===== src/rtl/vend_pkg.sv =====
// Shared types, coin values and coin decoding for the vending controller.
// Imported by vend_ctrl and vend_change_seq.
package vend_pkg;

  typedef enum logic [1:0] {
    IDLE,
    VEND_CREDIT,
    VEND,
    CHANGE
  } vend_state_t;

  localparam int NICKEL_VAL  = 1;
  localparam int DIME_VAL    = 2;
  localparam int QUARTER_VAL = 5;

  // {N,D,Q} -> value in nickels; zero-hot and multi-hot both give 0
  function automatic logic [2:0] coin_value(input logic [2:0] ndq);
    logic [2:0] v;
    case (ndq)
      3'b100:  v = 3'(NICKEL_VAL);
      3'b010:  v = 3'(DIME_VAL);
      3'b001:  v = 3'(QUARTER_VAL);
      default: v = 3'd0;
    endcase
    return v;
  endfunction

endpackage


===== src/rtl/vend_change_seq.sv =====
// Change payout sequencer: one coin request at a time, held until ack.
// Ports: clk, rst_n, start_i, amount_i, chg_ack_i -> chg_nickel_o,
//   chg_dime_o, remaining_o, done_o.
// VEND_CTRL_CHANGE_DIME_EN: pay dimes while 2+ units remain,
//   otherwise nickels only (chg_dime_o stays 0).
module vend_change_seq
  import vend_pkg::*;
#(
  parameter int CREDIT_W = 5
) (
  input  logic                clk,
  input  logic                rst_n,
  input  logic                start_i,
  input  logic [CREDIT_W-1:0] amount_i,
  input  logic                chg_ack_i,
  output logic                chg_nickel_o,
  output logic                chg_dime_o,
  output logic [CREDIT_W-1:0] remaining_o,
  output logic                done_o
);

`ifdef VEND_CTRL_CHANGE_DIME_EN
  localparam bit DimeEn = 1'b1;
`else
  localparam bit DimeEn = 1'b0;
`endif

  function automatic logic use_dime(
    input logic [CREDIT_W-1:0] r
  );
    return DimeEn && (r >= CREDIT_W'(DIME_VAL));
  endfunction

  logic [CREDIT_W-1:0] rem_q;
  logic [CREDIT_W-1:0] rem_d;
  logic [CREDIT_W-1:0] ack_val;
  logic                nick_q;
  logic                dime_q;
  logic                pend_q;
  logic                req;
  logic                ack;

  assign req     = nick_q | dime_q;
  assign ack     = req & chg_ack_i;
  assign ack_val = dime_q ? CREDIT_W'(DIME_VAL)
                          : CREDIT_W'(NICKEL_VAL);
  assign rem_d   = rem_q - ack_val;

  // pend_q inserts one idle cycle between handshakes
  always_ff @(posedge clk or negedge rst_n) begin
    if (!rst_n) begin
      rem_q  <= '0;
      nick_q <= 1'b0;
      dime_q <= 1'b0;
      pend_q <= 1'b0;
    end else if (start_i) begin
      rem_q  <= amount_i;
      dime_q <= use_dime(amount_i);
      nick_q <= !use_dime(amount_i) &&
                (amount_i != '0);
      pend_q <= 1'b0;
    end else if (ack) begin
      rem_q  <= rem_d;
      nick_q <= 1'b0;
      dime_q <= 1'b0;
      pend_q <= (rem_d != '0);
    end else if (pend_q) begin
      dime_q <= use_dime(rem_q);
      nick_q <= !use_dime(rem_q);
      pend_q <= 1'b0;
    end
  end

  assign chg_nickel_o = nick_q;
  assign chg_dime_o   = dime_q;
  assign remaining_o  = rem_q;
  assign done_o       = ack && (rem_d == '0);

endmodule


===== src/rtl/vend_ctrl.sv =====
// Vending controller: coin credit, purchase, dispense and change handshakes.
// Ports: clk, reset (async, low), N/D/Q coin pulses, sel, buy, refund,
//   dispense_req/sel/ack, chg_nickel/dime/ack, credit, reject, deny, busy.
// VEND_CTRL_CHANGE_DIME_EN (in vend_change_seq) enables dime change.
module vend_ctrl
  import vend_pkg::*;
#(
  parameter int CREDIT_W   = 5,
  parameter int MAX_CREDIT = 20,
  parameter int PRICE0     = 3,
  parameter int PRICE1     = 5,
  parameter int PRICE2     = 7,
  parameter int PRICE3     = 10
) (
  input  logic                clk,
  input  logic                reset,
  input  logic                N,
  input  logic                D,
  input  logic                Q,
  input  logic [1:0]          sel,
  input  logic                buy,
  input  logic                refund,
  output logic                dispense_req,
  output logic [1:0]          dispense_sel,
  input  logic                dispense_ack,
  output logic                chg_nickel,
  output logic                chg_dime,
  input  logic                chg_ack,
  output logic [CREDIT_W-1:0] credit,
  output logic                reject,
  output logic                deny,
  output logic                busy
);

  if (PRICE0 < 1 || PRICE0 > MAX_CREDIT ||
      PRICE1 < 1 || PRICE1 > MAX_CREDIT ||
      PRICE2 < 1 || PRICE2 > MAX_CREDIT ||
      PRICE3 < 1 || PRICE3 > MAX_CREDIT ||
      MAX_CREDIT >= 2**CREDIT_W) begin : g_bad_cfg
    $error("vend_ctrl: price or credit range invalid");
  end

  vend_state_t         state_q;
  logic [CREDIT_W-1:0] credit_q;
  logic                disp_req_q;
  logic [1:0]          disp_sel_q;
  logic                reject_q;
  logic                deny_q;
  logic                busy_q;

  logic [2:0]          cval;
  logic                coin_any;
  logic                coin_bad;
  logic [CREDIT_W:0]   sum;
  logic                coin_fits;
  logic [CREDIT_W-1:0] price;
  logic                can_buy;
  logic                in_shop;
  logic                do_refund;
  logic                seq_start;
  logic                chg_req;
  logic                chg_ackd;
  logic [CREDIT_W-1:0] ack_val;
  logic [CREDIT_W-1:0] seq_rem;
  logic                seq_done;

  assign cval      = coin_value({N, D, Q});
  assign coin_any  = N | D | Q;
  assign coin_bad  = coin_any && (cval == 3'd0);
  assign sum       = {1'b0, credit_q} +
                     (CREDIT_W+1)'(cval);
  assign coin_fits = sum <= (CREDIT_W+1)'(MAX_CREDIT);

  always_comb begin
    price = CREDIT_W'(PRICE0);
    unique case (sel)
      2'd0: price = CREDIT_W'(PRICE0);
      2'd1: price = CREDIT_W'(PRICE1);
      2'd2: price = CREDIT_W'(PRICE2);
      2'd3: price = CREDIT_W'(PRICE3);
    endcase
  end

  assign in_shop   = (state_q == IDLE) ||
                     (state_q == VEND_CREDIT);
  assign can_buy   = (state_q == VEND_CREDIT) &&
                     (credit_q >= price);
  assign do_refund = (state_q == VEND_CREDIT) &&
                     !buy && refund;
  // payout starts on the same edge the FSM enters CHANGE
  assign seq_start = do_refund ||
                     ((state_q == VEND) && dispense_ack &&
                      (credit_q != '0));
  assign chg_req   = chg_nickel | chg_dime;
  assign chg_ackd  = (state_q == CHANGE) && chg_req &&
                     chg_ack;
  assign ack_val   = chg_dime ? CREDIT_W'(DIME_VAL)
                              : CREDIT_W'(NICKEL_VAL);

  vend_change_seq #(
    .CREDIT_W (CREDIT_W)
  ) u_chg (
    .clk          (clk),
    .rst_n        (reset),
    .start_i      (seq_start),
    .amount_i     (credit_q),
    .chg_ack_i    (chg_ack),
    .chg_nickel_o (chg_nickel),
    .chg_dime_o   (chg_dime),
    .remaining_o  (seq_rem),
    .done_o       (seq_done)
  );

  always_ff @(posedge clk or negedge reset) begin
    if (!reset) begin
      state_q    <= IDLE;
      credit_q   <= '0;
      disp_req_q <= 1'b0;
      disp_sel_q <= 2'd0;
      reject_q   <= 1'b0;
      deny_q     <= 1'b0;
      busy_q     <= 1'b0;
    end else begin
      reject_q <= 1'b0;
      deny_q   <= 1'b0;
      case (state_q)
        IDLE, VEND_CREDIT: begin
          if (buy) begin
            // a buy, served or denied, owns the cycle
            reject_q <= coin_any;
            if (can_buy) begin
              credit_q   <= credit_q - price;
              disp_sel_q <= sel;
              disp_req_q <= 1'b1;
              busy_q     <= 1'b1;
              state_q    <= VEND;
            end else begin
              deny_q <= 1'b1;
            end
          end else if (do_refund) begin
            reject_q <= coin_any;
            busy_q   <= 1'b1;
            state_q  <= CHANGE;
          end else if (coin_any) begin
            if (!coin_bad && coin_fits) begin
              credit_q <= sum[CREDIT_W-1:0];
              state_q  <= VEND_CREDIT;
            end else begin
              reject_q <= 1'b1;
            end
          end
        end
        VEND: begin
          reject_q <= coin_any;
          if (dispense_ack) begin
            disp_req_q <= 1'b0;
            if (credit_q != '0) begin
              state_q <= CHANGE;
            end else begin
              state_q <= IDLE;
              busy_q  <= 1'b0;
            end
          end
        end
        CHANGE: begin
          reject_q <= coin_any;
          if (chg_ackd) begin
            credit_q <= credit_q - ack_val;
            if (seq_done) begin
              state_q <= IDLE;
              busy_q  <= 1'b0;
            end
          end
        end
        default: state_q <= IDLE;
      endcase
    end
  end

  assign dispense_req = disp_req_q;
  assign dispense_sel = disp_sel_q;
  assign credit       = credit_q;
  assign reject       = reject_q;
  assign deny         = deny_q;
  assign busy         = busy_q;

  a_credit_max: assert property (
    @(posedge clk) disable iff (!reset)
    credit_q <= CREDIT_W'(MAX_CREDIT));

  a_no_underflow: assert property (
    @(posedge clk) disable iff (!reset)
    chg_ackd |-> credit_q >= ack_val);

  a_seq_tracks: assert property (
    @(posedge clk) disable iff (!reset)
    chg_req |-> seq_rem == credit_q);

endmodule


===== config.mk =====
export PLATFORM = sky130hd
export DESIGN_NAME = vend_ctrl
export DESIGN_NICKNAME = d
export VERILOG_FILES = /design/src/rtl/vend_pkg.sv /design/src/rtl/vend_change_seq.sv /design/src/rtl/vend_ctrl.sv
export SDC_FILE = /design/constraint.sdc
export NUM_CORES = 1
export LEC_CHECK = 0
export BUFFER_PORTS_ARGS = -buffer_cell sky130_fd_sc_hd__buf_2
export CAP_MARGIN = 0
export CORE_ASPECT_RATIO = 1.4
export CORE_UTILIZATION = 60
export CTS_BUF_LIST = sky130_fd_sc_hd__clkbuf_2
export DETAILED_ROUTE_END_ITERATION = 10
export PLACE_DENSITY = 0.83
export SYNTH_ARGS = -nofsm -noshare
export SYNTH_HDL_FRONTEND = slang
export SYNTH_HIERARCHICAL = 1
export SYNTH_SLANG_ARGS = --single-unit

===== constraint.sdc =====
create_clock -name clk -period 4.9 [get_ports clk]
set_clock_uncertainty 0.2 [all_clocks]
set_input_delay 0.735 -clock clk [delete_from_list [all_inputs] [get_ports clk]]
set_output_delay 0.735 -clock clk [all_outputs]
set_load 0.01 [all_outputs]

# Word level (Yosys, flattened, before mapping)

Cells that the tools add are included.

$add $sub $neg: 4
$mul: 0
Div/mod/pow operators: 0
Magnitude comparators: 2
Equal/unequal tests: 22
Shifts and indexed selects: 0
Muxes and demuxes: 49
Bitwise operators: 4
Reductions and logical operators: 30

Operators by type and width:

| cell                                                                  | count |
|---|---|
| 5-bit two-way mux                                                     | 8 |
| 1-bit two-way mux                                                     | 24 |
| 2-bit two-way mux                                                     | 10 |
| 5-bit case mux with 4 select lines                                    | 1 |
| 6-bit AND reduction                                                   | 3 |
| 3-bit != test, second input constant                                  | 5 |
| 5-bit subtractor                                                      | 3 |
| 2-bit != test, second input constant                                  | 6 |
| 1-bit logical AND                                                     | 10 |
| 5-bit case mux with 2 select lines                                    | 1 |
| 5-bit nonzero test                                                    | 2 |
| 3-bit case mux with 3 select lines                                    | 1 |
| 2-bit == test, second input constant                                  | 4 |
| 4-bit != test, second input constant                                  | 2 |
| 5-bit by 3-bit adder with 6-bit output                                | 1 |
| 6-bit by 5-bit <= comparator with 1-bit output, second input constant | 1 |
| 2-bit case mux with 3 select lines                                    | 1 |
| 2-bit nonzero test                                                    | 3 |
| 5-bit >= comparator                                                   | 1 |
| 5-bit logical NOT                                                     | 1 |
| 2-bit by 1-bit == test with 1-bit output, second input constant       | 2 |
| 2-bit logical NOT                                                     | 2 |
| 1-bit case mux with 2 select lines                                    | 2 |
| 4-bit AND reduction                                                   | 1 |
| 12 further kinds                                                      | 16 |

Register bits after elaboration: 21
Bits in latches: 0
RAM bits: 0
Bits in read-only memories: 0
Bits of input ports: 11
Output and inout port bits: 13
Word-level logic and storage cells: 122
Memories: 0

# Depth between registers and ports, before layout

Gate-level depths: netlist of the first run.

Word-level depth: 11
Gate-level depth with buffers: 11
Depth with buffers taken out: 11

# Cells and area by module

The synthesis of the first run kept the hierarchy.

Modules (own cells, without submodules):

| module          | instances | cells each | area an instance (um^2) | seq. area each (um^2) |
|---|---|---|---|---|
| vend_ctrl       | 1         | 146        | 1283.7                  | 325.3 |
| vend_change_seq | 1         | 53         | 462.9                   | 175.2 |

# Worst setup path after synthesis of the first run

OpenSTA, ideal clock, no wires.

Kind: input port to flip-flop
Start point: input port N
End point: register credit_q[3] (netlist: credit[3])
Library setup time: 0.120 ns
Arrival time: 3.118 ns
Data required time: 4.580 ns
Path slack: 1.463 ns
Stages: 8
Buffers on the path: 0
Cell sequence: or3b_2 -> fa_1 -> and2b_1 -> or3b_1 -> mux2i_2 -> o41ai_4 -> a31oi_1 -> a31o_1

Longest elaborated chain between the ends: 8
Elaborated cells between the ends (all ways): 20
Classes of those cells: 1 x add/sub; 1 x order compare; 5 x eq/ne; 6 x mux; 2 x bitwise; 5 x reduce/logical

Ends and longest elaborated chain:

| what                                                                                           | RTL line         | text |
|---|---|---|
| from (decl)                                                                                    | vend_ctrl.sv:17  | `input logic N,` |
| parallel branches: the longest is 8 deep, another holds 5-bit by 3-bit adder with 6-bit output | n/a              |  |
| to (signal assigned)                                                                           | vend_ctrl.sv:132 | `credit_q <= credit_q - price;` |
| to (signal assigned)                                                                           | vend_ctrl.sv:146 | `credit_q <= sum[CREDIT_W-1:0];` |
| to (signal assigned)                                                                           | vend_ctrl.sv:168 | `credit_q <= credit_q - ack_val;` |
| to (decl)                                                                                      | vend_ctrl.sv:44  | `logic [CREDIT_W-1:0] credit_q;` |

Parallel ways; which one is timed is not known. The select of a mux whose other input is x is not followed.
A chain may end at the register's enable or synchronous reset.

# Worst setup path in the final report of the first run

Ends and elaborated chain as after synthesis.

==> impl_metrics.csv, run 1 <==
group,metric,value,unit
sta,fmax,299.4,MHz
sta,whs,0.1398,ns
grt,grt_max_degree,21,
clock_network,ctsHoldBuffers,0,
finish,diodes,0,
power,p_sw,0.5723,mW
job,maxCapViolCount,0,
setup_path,crit_required,4.92,ns
route,routedWlPerCell,15.91,um
finish,layout_commonest_cell,"buf_2",
clock_network,postCtsResizedCells,0,
finish,fill_cells,254,
route,first_pass_iters,5,
sta,slew_violations,0,
worst_hold_path,hold_path_class,"in -> async",
clock_network,cts.sinks,20,
clock_network,cts_buffer_depth,2,
grt,grt_pass1_vias,1525,
finish,area_growth,8.166,%
placement,hpwl,3.133,mm
floorplanning,core-area,2698,um2
floorplanning,die_width,47.60,um
run_status,run_status,"finished clean",
clock_network,postCtsSetupBuffers,0,
grt,grt_usage,0.2786,
synthesis,synth_fp_nets,226,
power,p_sw_frac,0.4975,
sta,setup_tns,0,ns
floorplanning,num_io_pins,24,
finish,drive_above_1_share,0.1697,
power,seqPwrFrac,0.314,
setup_path,path_class,"in -> reg",
route,wirelength,4.040,mm
synthesis,ys_warn_count,6,
synthesis,synth-main-ff-cell,"dfrtp_1",
setup_path,r2r_slack,1.81,ns
floorplanning,row_count,22,
power,ir_drop,0.3113,mV
placement,gp_congestion,0.8894,
setup_path,crit_path_start_kind,"input pin",
floorplanning,die_h,65.84,um
finish,final_nets,247,
synthesis,synth_largest_area_cell,"dfrtp_1",
synthesis,netlist_area,1747,um2
sta,worst_slew_pin_slew,0.7679,ns
synthesis,syn_avg_cell_area,8.777,um2
clock_network,clkLatencyLatePin,0.31,ns
synthesis,ys_ff_latch,20,
clock_network,clk_root_buffer_cell,"clkbuf_2",
finish,final_cells,254,
finish,final_cell_mix,"buf_2 (22), dfrtp_1 (20), inv_1 (17)",
grt,grt_pass1_wl,6.285,mm
power,p_leak,0.8662,nW
clock_network,cts_buffers,3,
placement,dp_cells,251,
sta,period_share,0.6817,
power,combPwrFrac,0.630,
sta,rsz0062_at_grt,"false",
power,intPower,0.5782,mW
setup_path,critical_path_arrival,3.36,ns
power,clkPwrFrac,0.056,
synthesis,ys_types,60,
floorplanning,dieArea,3134,um2
power,p_per_area,608.9,nW/um2
synthesis,synth-async-reset-ratio,1.000,
floorplanning,initial_core_util,0.6475,
setup_path,cp_max_fo,5,
route,viasPerCell,6.181,
grt,grt.overflow.total,0,
synthesis,ys_seq_area_frac,0.2865,
route,ant_nets,0,
sta,hold_viol,0,
synthesis,yosys-top-cells-area,"dfrtp_1 (29%), ha_1 (9.3%), o21ai_0 (4.3%), inv_1 (3.7%), fa_1 (3.4%)",
clock_network,htree_levels,1,
placement,numPortBuffers,22,
clock_network,path_clk_slew,0.18,ns
sta,post-route-min-period,3.340,ns
synthesis,synth_edf_count,0,
power,p_total,1.150,mW
route,remaining_drc_errors,0,
sta,max-slew-margin-rel,0.4814,
setup_path,critPathCaptureType,"flip-flop",
clock_network,cts_tree,"built",
sta,setup_viol,0,
grt,antenna_found_initial,0,
route,drtIter0Drc,44,
synthesis,synth_cells,199,
synthesis,yosys.area.top_type_share,0.2865,
route,via_count,1570,
## area by class of cell
| class | instances | area, um2 | area share |
|---|---|---|---|
| Multi-Input combinational cell | 156 | 1155 | 0.6113 |
| Sequential cell | 20 | 500.5 | 0.2649 |
| Timing Repair Buffer | 22 | 110.1 | 0.05828 |
| Inverter | 17 | 63.81 | 0.03377 |
| Tap cell | 36 | 45.04 | 0.02384 |
| Clock buffer | 3 | 15.01 | 0.007947 |
## worst max-delay path, cell delays in order
cell and delay [ns]:
buf_2 0.13, or3b_2 0.50, fa_1 0.43, and2b_1 0.23, or3b_1 0.38, mux2i_2 0.20, o41ai_4 0.42, a31oi_1 0.14
a31o_1 0.20
## kinds of logic (layout without fill, tap and decap cells)
family,count (synthesis),in the layout,share of synthesized area
and+or+nand+nor,74,74,0.2400
AOI/OAI and AO/OA,51,51,0.2135
buffers and inverters,23,42,0.05229
DFF,20,20,0.2865
adders and majority gates,17,17,0.1332
xor gates and xnor gates,7,7,0.03510
muxes,6,6,0.03725
other,1,1,0.002147
## layer usage
layer,track usage,share of wire,up-vias
li1,-,-,761
met1,0.3176,0.43,767
met2,0.4777,0.53,36
met3,0.02732,0.027,6
met4,0.1597,0.018,0
met5,0,0,-
## through the flow
stage	utilization	cell area (um2)	worst slack (ns)
after CTS	0.7004	1889	1.581
final	0.7004	1889	1.560
after detailed placement	0.6948	1874	1.227
after global placement	0.6948	1874	1.269
after floorplan	-	1747	1.463
after global routing	0.7004	1889	1.448
## registers in the layout, indices dropped and copies added, names as in the netlist
signal              flops
dispense_req            1
u_chg/remaining_o       5
credit                  5
state_q                 2
u_chg/pend_q            1
busy                    1
deny                    1
dispense_sel            2
reject                  1
u_chg/chg_nickel_o      1
## cell usage after synthesis (all sizes together) (5+ instances only)
library cell / instances
dfrtp: 20
o21ai: 15
a21oi: 9
inv: 17
xnor2: 5
nand2: 17
nor2: 13
ha: 13
nand3: 7
mux2i: 5
## power groups by stage
stage                     combinational, mW  clock [mW]  sequential (mW)
after global placement                0.678           0            0.358
after global routing                  0.799      0.0702            0.375
after floorplan                       0.548           0            0.337
final                                 0.725      0.0648            0.361
after CTS                             0.718      0.0660            0.360
after detailed placement              0.711           0            0.364
## worst paths after layout
check                                     start                    to  cells past startpoint
worst max-delay path                          N             credit[3]                      9
worst min-delay path                      reset             credit[2]                      1
max in group asynchronous                 reset  u_chg/remaining_o[3]                      1
worst min register to register  dispense_sel[1]       dispense_sel[1]                      2
worst max register to register        credit[1]             credit[3]                      8
min in group clk                dispense_sel[1]       dispense_sel[1]                      2
Note: power is estimated with default switching activity, not from simulation.
==> inputs of run 2 (changes only) <==
- clock period: 4.9 -> 3.1 ns (I/O delays scaled with it)
==> run 2 against run 1 <==
  * Final area rose by 4.3%
  * Cell count rose by 3.9%
  * Wire length rose by 3.1%
  * Sequential share of layout area fell by 1.1 points
==> impl_metrics.csv, run 2 (same netlist as run 1, synthesis figures left out) <==
group,metric,value,unit
setup_path,critPathCaptureType,"flip-flop",
setup_path,path_class,"in -> reg",
finish,drive_above_1_share,0.2061,
setup_path,crit_path_start_kind,"input pin",
finish,finalInstanceArea,1971,um2
power,p_sw,0.9375,mW
finish,diodes,0,
setup_path,r2r_slack,0.24,ns
sta,period_share,0.9704,
finish,post-route-util,0.7305,
placement,dp_slack,-0.2520,ns
grt,grt_pass1_vias,1560,
clock_network,cts_buffers,3,
placement,place_area,1934,um2
clock_network,htree_levels,1,
placement,dp_cells,259,
grt,grt_usage,0.2960,
finish,layout_commonest_cell,"buf_2",
floorplanning,dieArea,3134,um2
clock_network,cts_buffer_depth,2,
clock_network,clkLatencyLatePin,0.32,ns
finish,final_cell_mix,"buf_2 (22), dfrtp_1 (20), inv_1 (17)",
clock_network,clk_root_buffer_cell,"clkbuf_2",
floorplanning,core-area,2698,um2
grt,grt_pass1_wl,6.693,mm
power,seqPwrFrac,0.280,
route,viasPerCell,6.095,
grt,antenna_found_initial,0,
sta,setup_viol,0,
sta,fmax,332.4,MHz
floorplanning,die_width,47.60,um
run_status,run_status,"finished clean",
sta,post-route-min-period,3.008,ns
route,routedWlPerCell,15.78,um
sta,setup_ws,0.09188,ns
sta,whs,0.2025,ns
clock_network,path_clk_slew,0.19,ns
clock_network,cts_tree,"built",
finish,final_cells,264,
placement,gp_congestion,0.9800,
finish,area_growth,12.82,%
sta,setup_tns,0,ns
placement,numPortBuffers,22,
job,maxCapViolCount,0,
power,p_per_area,968.2,nW/um2
power,ir_drop,0.5594,mV
power,p_leak,0.9108,nW
finish,final_nets,256,
placement,hpwl,3.198,mm
route,first_pass_iters,4,
power,p_total,1.908,mW
route,drtIter0Drc,32,
route,via_count,1609,
grt,grt_max_degree,21,
power,p_sw_frac,0.4914,
worst_hold_path,hold_path_class,"in -> reg",
floorplanning,row_count,22,
grt,grt.overflow.total,0,
clock_network,cts.sinks,20,
power,combPwrFrac,0.662,
sta,slew_violations,0,
sta,hold_viol,0,
power,intPower,0.9705,mW
power,clkPwrFrac,0.058,
floorplanning,initial_core_util,0.6475,
setup_path,critical_path_arrival,3.04,ns
setup_path,crit_required,3.13,ns
floorplanning,num_io_pins,24,
floorplanning,die_h,65.84,um
setup_path,cp_max_fo,4,
route,wirelength,4.165,mm
route,ant_nets,0,
route,remaining_drc_errors,0,
==> run 2: changes by cell type in the layout (fill, tap and decap cells not counted), sizes merged <==
cell / delta
buf: +8
clkinv: +1
dlygate4sd3: +1
==> run 2: power groups by stage <==
stage / Clock (mW) / Sequential (mW) / Combinational [mW]
2_1_floorplan: 0 / 0.533 / 0.866
3_3_place_gp: 0 / 0.534 / 1.18
3_5_place_dp: 0 / 0.540 / 1.22
6_report: 0.111 / 0.534 / 1.26
4_1_cts: 0.112 / 0.533 / 1.24
5_1_grt: 0.120 / 0.558 / 1.39
==> run 2: final timing paths <==
check                                 from                 end  cells after the start
min in group asynchronous            reset                busy                      2
max                                      N           credit[3]                      9
max reg2reg                      credit[0]           credit[3]                      9
max in group asynchronous            reset  u_chg/chg_nickel_o                      2
min                                 sel[0]     dispense_sel[0]                      2
min reg2reg                dispense_sel[1]     dispense_sel[1]                      2
==> run 2: area by class of cell <==
class | instances | area, um2
Fill cell | 238 | 726.9
Clock buffer | 3 | 15.01
Multi-Input combinational cell | 156 | 1162
Sequential cell | 20 | 500.5
Clock inverter | 1 | 3.754
Inverter | 17 | 63.81
Tap cell | 36 | 45.04
Timing Repair Buffer | 31 | 180.2
==> run 2: timing repair <==
item	CTS	global route
endpoints found under the setup margin	0	1
hold buffers	1	0
gates resized for setup	0	2
buffers inserted	0	0
hold endpoints to repair	20	0
==> run 2: routing by layer <==
metal | up-vias | global-route usage | wire length (um) | share of wire
li1 | 788 | - | - | -
met1 | 759 | 0.3654 | 1741 | 0.42
met2 | 50 | 0.5034 | 2118 | 0.51
met3 | 12 | 0.01913 | 180 | 0.043
met4 | 0 | 0.1354 | 125 | 0.030
met5 | - | 0 | 0 | 0
==> run 2: worst max-delay path: stages <==
cell,delay (ns)
buf_2,0.12
or3b_2,0.51
fa_2,0.59
nand2b_4,0.06
a221oi_1,0.32
a211oi_2,0.12
o41ai_4,0.47
a31oi_1,0.17
a31o_1,0.22
